**config.mk**
```make
export PLATFORM = sky130hd
export DESIGN_NAME = alu_exec
export DESIGN_NICKNAME = d
export VERILOG_FILES = /design/src/rtl/alu_pkg.sv /design/src/rtl/alu_mul_seq.sv /design/src/rtl/alu_exec.sv
export SDC_FILE = /design/constraint.sdc
export NUM_CORES = 1
export LEC_CHECK = 0
export ABC_AREA = 1
export BUFFER_PORTS_ARGS = -buffer_cell sky130_fd_sc_hd__buf_2
export CORE_AREA = 2 2 201 222
export DETAILED_ROUTE_END_ITERATION = 8
export DIE_AREA = 0 0 203 224
export PLACE_DENSITY_LB_ADDON = 0.15
export SYNTH_ARGS = -nofsm -noshare
export SYNTH_HDL_FRONTEND = slang
export SYNTH_SLANG_ARGS = --single-unit
```
**constraint.sdc**
```tcl
create_clock -name clk -period 4.3 [get_ports clk]
set_clock_uncertainty 0.05 [all_clocks]
set_input_delay 0 -clock clk [delete_from_list [all_inputs] [get_ports clk]]
set_output_delay 0 -clock clk [all_outputs]
set_load 0.02 [all_outputs]
```
**src/rtl/alu_pkg.sv**
```systemverilog
`default_nettype none
// ============================================================================
//  Module      : alu_pkg
//  Description : Shared ALU control codes and execute-stage FSM encodings.
//                Also consumed by the ALU control decoder for MUL decode.
//  Revision    : 1.0 - initial release
// ============================================================================
package alu_pkg;

  // ALU control codes produced by the decoder
  localparam logic [3:0] C_ALU_AND = 4'b0000;
  localparam logic [3:0] C_ALU_OR  = 4'b0001;
  localparam logic [3:0] C_ALU_ADD = 4'b0010;
  localparam logic [3:0] C_ALU_SUB = 4'b0110;
  localparam logic [3:0] C_ALU_SLT = 4'b0111;
  localparam logic [3:0] C_ALU_NOR = 4'b1100;
  localparam logic [3:0] C_ALU_MUL = 4'b1000;

  // Execute-stage FSM states
  localparam logic [0:0] C_ST_IDLE = 1'b0;
  localparam logic [0:0] C_ST_MUL  = 1'b1;

  // True when the control code selects the iterative multiplier
  function automatic logic is_mul_op(input logic [3:0] ctl);
    return (ctl == C_ALU_MUL);
  endfunction

endpackage
`default_nettype wire

```
**src/rtl/alu_mul_seq.sv**
```systemverilog
`default_nettype none
// ============================================================================
//  Module      : alu_mul_seq
//  Description : Iterative shift-add multiplier, one bit of b per clock.
//                Returns the low W bits of a*b after W cycles. done_o is
//                high during the final iteration, and product_o then
//                carries the completed product for capture on that edge.
//  Revision    : 1.0 - initial release
// ============================================================================
module alu_mul_seq #(
  parameter int W = 32
) (
  input  logic         clk,
  input  logic         rst,
  input  logic         start_i,
  input  logic [W-1:0] a_i,
  input  logic [W-1:0] b_i,
  output logic         busy_o,
  output logic         done_o,
  output logic [W-1:0] product_o
);

  localparam int CW = $clog2(W + 1);

  logic [CW-1:0] cnt_q,    cnt_d;
  logic [W-1:0]  acc_q,    acc_d;
  logic [W-1:0]  mcand_q,  mcand_d;
  logic [W-1:0]  mplier_q, mplier_d;
  logic [W-1:0]  w_acc_next;

  // Accumulator value after the current iteration's conditional add
  assign w_acc_next = acc_q + (mplier_q[0] ? mcand_q : '0);

  assign busy_o    = (cnt_q != '0);
  assign done_o    = (cnt_q == CW'(1));
  assign product_o = w_acc_next;

  // Load operands on start, otherwise iterate while the counter is non-zero
  always_comb begin
    cnt_d    = cnt_q;
    acc_d    = acc_q;
    mcand_d  = mcand_q;
    mplier_d = mplier_q;
    if (start_i) begin
      cnt_d    = CW'(W);
      acc_d    = '0;
      mcand_d  = a_i;
      mplier_d = b_i;
    end else if (cnt_q != '0) begin
      cnt_d    = cnt_q - CW'(1);
      acc_d    = w_acc_next;
      mcand_d  = mcand_q << 1;
      mplier_d = mplier_q >> 1;
    end
  end

  // Iteration registers; reset aborts any multiply in flight
  always_ff @(posedge clk or posedge rst) begin
    if (rst) begin
      cnt_q    <= '0;
      acc_q    <= '0;
      mcand_q  <= '0;
      mplier_q <= '0;
    end else begin
      cnt_q    <= cnt_d;
      acc_q    <= acc_d;
      mcand_q  <= mcand_d;
      mplier_q <= mplier_d;
    end
  end

endmodule
`default_nettype wire

```
**src/rtl/alu_exec.sv**
```systemverilog
`default_nettype none
// ============================================================================
//  Module      : alu_exec
//  Description : Execute stage. Single-cycle AND/OR/ADD/SUB/SLT/NOR with a
//                registered result, zero and signed-overflow flag; MUL is
//                handed to an iterative multiplier. Valid/ready on both the
//                input and output side.
//  Revision    : 1.0 - initial release
// ============================================================================
module alu_exec
  import alu_pkg::*;
#(
  parameter int W = 32
) (
  input  logic         clk,
  input  logic         rst,
  input  logic         in_valid,
  output logic         in_ready,
  input  logic [3:0]   alu_ctl,
  input  logic [W-1:0] a,
  input  logic [W-1:0] b,
  output logic         out_valid,
  input  logic         out_ready,
  output logic [W-1:0] result,
  output logic         zero,
  output logic         ovf
);

  logic [0:0]   state_q,     state_d;
  logic         out_valid_q, out_valid_d;
  logic [W-1:0] result_q,    result_d;
  logic         zero_q,      zero_d;
  logic         ovf_q,       ovf_d;

  logic [W-1:0] w_sum;
  logic [W-1:0] w_diff;
  logic [W-1:0] w_alu_res;
  logic         w_alu_ovf;
  logic         w_accept;
  logic         w_mul_start;
  logic         w_mul_busy;
  logic         w_mul_done;
  logic [W-1:0] w_mul_prod;

  assign w_sum  = a + b;
  assign w_diff = a - b;

  // A held result may be drained and replaced on the same edge
  assign in_ready = (state_q == C_ST_IDLE) && !w_mul_busy && (!out_valid_q || out_ready);
  assign w_accept = in_valid && in_ready;

  assign out_valid = out_valid_q;
  assign result    = result_q;
  assign zero      = zero_q;
  assign ovf       = ovf_q;

  // Single-cycle ALU; unknown codes (and MUL here) yield 0 with no overflow
  always_comb begin
    w_alu_res = '0;
    w_alu_ovf = 1'b0;
    case (alu_ctl)
      C_ALU_AND: w_alu_res = a & b;
      C_ALU_OR:  w_alu_res = a | b;
      C_ALU_ADD: begin
        w_alu_res = w_sum;
        w_alu_ovf = (a[W-1] == b[W-1]) && (w_sum[W-1] != a[W-1]);
      end
      C_ALU_SUB: begin
        w_alu_res = w_diff;
        w_alu_ovf = (a[W-1] != b[W-1]) && (w_diff[W-1] != a[W-1]);
      end
      C_ALU_SLT: w_alu_res = {{(W-1){1'b0}}, ($signed(a) < $signed(b))};
      C_ALU_NOR: w_alu_res = ~(a | b);
      default:   w_alu_res = '0;
    endcase
  end

  // FSM and output-register next state
  always_comb begin
    state_d     = state_q;
    out_valid_d = out_valid_q;
    result_d    = result_q;
    zero_d      = zero_q;
    ovf_d       = ovf_q;
    w_mul_start = 1'b0;
    if (state_q == C_ST_IDLE) begin
      if (w_accept) begin
        if (is_mul_op(alu_ctl)) begin
          // Accept implies any held result is drained this edge
          w_mul_start = 1'b1;
          state_d     = C_ST_MUL;
          out_valid_d = 1'b0;
        end else begin
          result_d    = w_alu_res;
          zero_d      = (w_alu_res == '0);
          ovf_d       = w_alu_ovf;
          out_valid_d = 1'b1;
        end
      end else if (out_valid_q && out_ready) begin
        out_valid_d = 1'b0;
      end
    end else begin
      if (w_mul_done) begin
        result_d    = w_mul_prod;
        zero_d      = (w_mul_prod == '0);
        ovf_d       = 1'b0;
        out_valid_d = 1'b1;
        state_d     = C_ST_IDLE;
      end
    end
  end

  // State and output registers
  always_ff @(posedge clk or posedge rst) begin
    if (rst) begin
      state_q     <= C_ST_IDLE;
      out_valid_q <= 1'b0;
      result_q    <= '0;
      zero_q      <= 1'b1;
      ovf_q       <= 1'b0;
    end else begin
      state_q     <= state_d;
      out_valid_q <= out_valid_d;
      result_q    <= result_d;
      zero_q      <= zero_d;
      ovf_q       <= ovf_d;
    end
  end

  alu_mul_seq #(
    .W (W)
  ) u_mul (
    .clk       (clk),
    .rst       (rst),
    .start_i   (w_mul_start),
    .a_i       (a),
    .b_i       (b),
    .busy_o    (w_mul_busy),
    .done_o    (w_mul_done),
    .product_o (w_mul_prod)
  );

endmodule
`default_nettype wire

```
==> metrics <==
status finished, final reports clean; Initial Utilization 34.6%; RD Place Congestion 1.04; Routed Antenna Nets 0; initial antenna violation count 2; Max Fclk 298 MHz; CTS tree yes; die height 224 µm; number of port buffers 107; Post-synth EDFFs 0; RSZ-0062 raised after global routing no; Req. time, crit path 4.65 ns; dominant synthesized flop cell dfrtp_1; Least-Margin Pin Slew 1.03 ns; sum of negative setup slack 0 ns; WP data arrival 3.71 ns; worst vdd ir 0.334 mV; Inserted Diodes 0; post-synthesis async set-or-reset flop share 100%; DRC viols 0; Synth Net Count 2691; most used cell, CP nand2_1; Critical Path, Cell by Cell dlygate4sd3_1, buf_2, ha_1, inv_1, fa_1, inv_1, nand3_1, nand2_1, nand2_1, nand2_1, nand2_1, nand2_1, o21ai_0, nor2_1, nand3_1, nor3_1, nand2_1, nor2_1, nand2_1, nand2_1, nand2_1, nand2_1; flops & latches, synth 138; cts repair resizes 0; Layout area overhead 15.5%; maximum root-to-sink buffer count 2; dominant cell type by area after synthesis dfrtp_1; clock slew seen by the registers of the worst setup and hold paths 0.07 ns; critical path class in -> reg; routed length per placed instance 19.1 µm; die width 203 µm; total gr overflow 0; hold slack 0.0825 ns; clock latency on the worst-skew pair 0.45 ns; non-filler cells, final 3188; max_slew headroom 30.9%; vias in the first global route 16200; Die ar. 45500 µm²; Core Footprint 43100 µm²; Hold Crit Class in -> reg; Post-Place Cells 3090; nets@finish 2817; GRT Total Usage 26.9%; Post-CTS Setup Bufs 0; CTS sink count 138; critical path's slowest cell dlygate4sd3_1; top cells by count, synth 813 x nand2_1, 392 x inv_1, 249 x nor2_1; placed inst area 16000 µm²; # IOs 108; root buf cell clkbuf_16; std cell rows 80; Fin. Hold Viols 0; drt pass-1 iters 6; Final Slew Violations 0; Routed Wire Length 60900 µm; Power per Cell Area 367 nW/µm²; area fraction of the dominant cell type after synthesis 22.9%; Synth Area per Inst 6.04 µm²; Detail Placement HPWL 48600 µm; share of layout cells above drive strength 1 7.19%; depth of the CTS H-tree 4; min Tclk post-route 3.36 ns; first-pass GRT wire length 93200 µm; # setup viols final 0; Post-Layout Inst Area 17300 µm²; slowest stage delay, CP 0.53 ns; period utilization 78.1%; yosys warns 0; cts bufs inserted 17; Syn Std Cell Area 14900 µm²; 1st-iter DRT viols 1269; pin count of the biggest net entering global routing 75; most frequent cell after synthesis nand2_1; sequential area share after synthesis 23.1%; Via-to-Cell Ratio 5.22; Worst Setup End Kind flip-flop; LEAKAGE 9.49 nW; Gate Count Post-Synth 2475; detailed-route via count 16700; Max-cap violations 0; largest cells by area after synthesis dfrtp_1 23%, nand2_1 20%, ha_1 12%, inv_1 9.8%, nand3_1 6.4%; type of origin of the critical path input pin; Max Fanout on Critical Path 5; Unique masters post-synth 47
worst paths after layout:
check / from / end / slack [ns] / cells past startpoint
worst max-delay path: a[0] / zero / 0.94 / 22
worst min-delay path: in_valid / ovf / 0.08 / 5
worst max register to register: u_mul.mplier_q[0] / zero / 0.99 / 18
worst min register to register: result[25] / result[25] / 0.43 / 2
max in group asynchronous: rst / result[27] / 2.89 / 4
min in group asynchronous: rst / result[1] / 0.12 / 3
cell families after synthesis:
kind of cell             synth area share, %
adder cells (fa/ha/maj)                 12.2
flip-flops                              23.1
XOR/XNOR                               0.996
buffers and inverters                   12.6
AO/OA/AOI/OAI                           13.8
AND/OR/NAND/NOR                         37.3
where the power goes:
| part | internal, mW | switching [mW] | leakage [nW] |
|---|---|---|---|
| sequential | 1.68 | 0.249 | 1.80 |
| combinational | 0.882 | 1.93 | 7.40 |
| clock | 0.927 | 0.663 | 0.293 |
cell type report:
cell class | instances | area (µm²)
Clock buffer | 18 | 429
Clock inverter | 14 | 186
Fill cell | 4756 | 25900
Inverter | 401 | 1510
Multi-Input combinational cell | 1854 | 9630
Sequential cell | 138 | 3450
Tap cell | 574 | 718
Timing Repair Buffer | 189 | 1330
timing repair:
action	4_1_cts	5_1_grt
endpoints found under the setup margin	0	0
hold buffers	66	0
hold endpoints to repair	122	0
sequential cells by signal (all words and copies together) (netlist names):
signal	flops
result	32
u_mul.acc_q	32
u_mul.mcand_q	32
u_mul.mplier_q	32
u_mul.cnt_q	6
out_valid	1
ovf	1
state_q	1
zero	1
critical path, delay by kind of cell:
kind	cells	cell delay, ns
compound gates	1	0.19
fa+ha+maj	2	0.82
buf+inv	4	0.91
simple gates	15	1.78
metal layers:
layer | wire length, µm | track usage (%)
met5 | 13 | 0
met4 | 1910 | 9.49
met3 | 3460 | 3.03
met2 | 28500 | 45.0
met1 | 27000 | 35.8
cell usage in the layout (no fill, tap or decap), drive strengths merged, types with 4 or more instances in the layout:
cell type	count
nand2	817
dfrtp	137
nor3	31
nor2	259
nand3b	6
xor2	17
a21oi	123
inv	403
ha	141
nand4	31
clkbuf	18
a31oi	5
dlygate4sd3	66
o221ai	5
nand3	193
a22o	5
o21bai	14
a21o	4
buf	123
o21ai	94
and2	8
a221oi	23
o211ai	57
clkinv	6
metrics by stage:
| step | setup WS, ns | power (mW) | utilization, % |
|---|---|---|---|
| floorplan | 0.555 | 3.77 | - |
| global placement | 0.996 | 4.67 | 37.0 |
| detailed placement | 1.04 | 4.69 | 37.0 |
| CTS | 1.01 | 6.35 | 40.0 |
| global route | 0.684 | 6.80 | 40.0 |
| finish | 0.942 | 6.34 | 40.0 |
No activity file was read; power rests on OpenSTA's default activity.
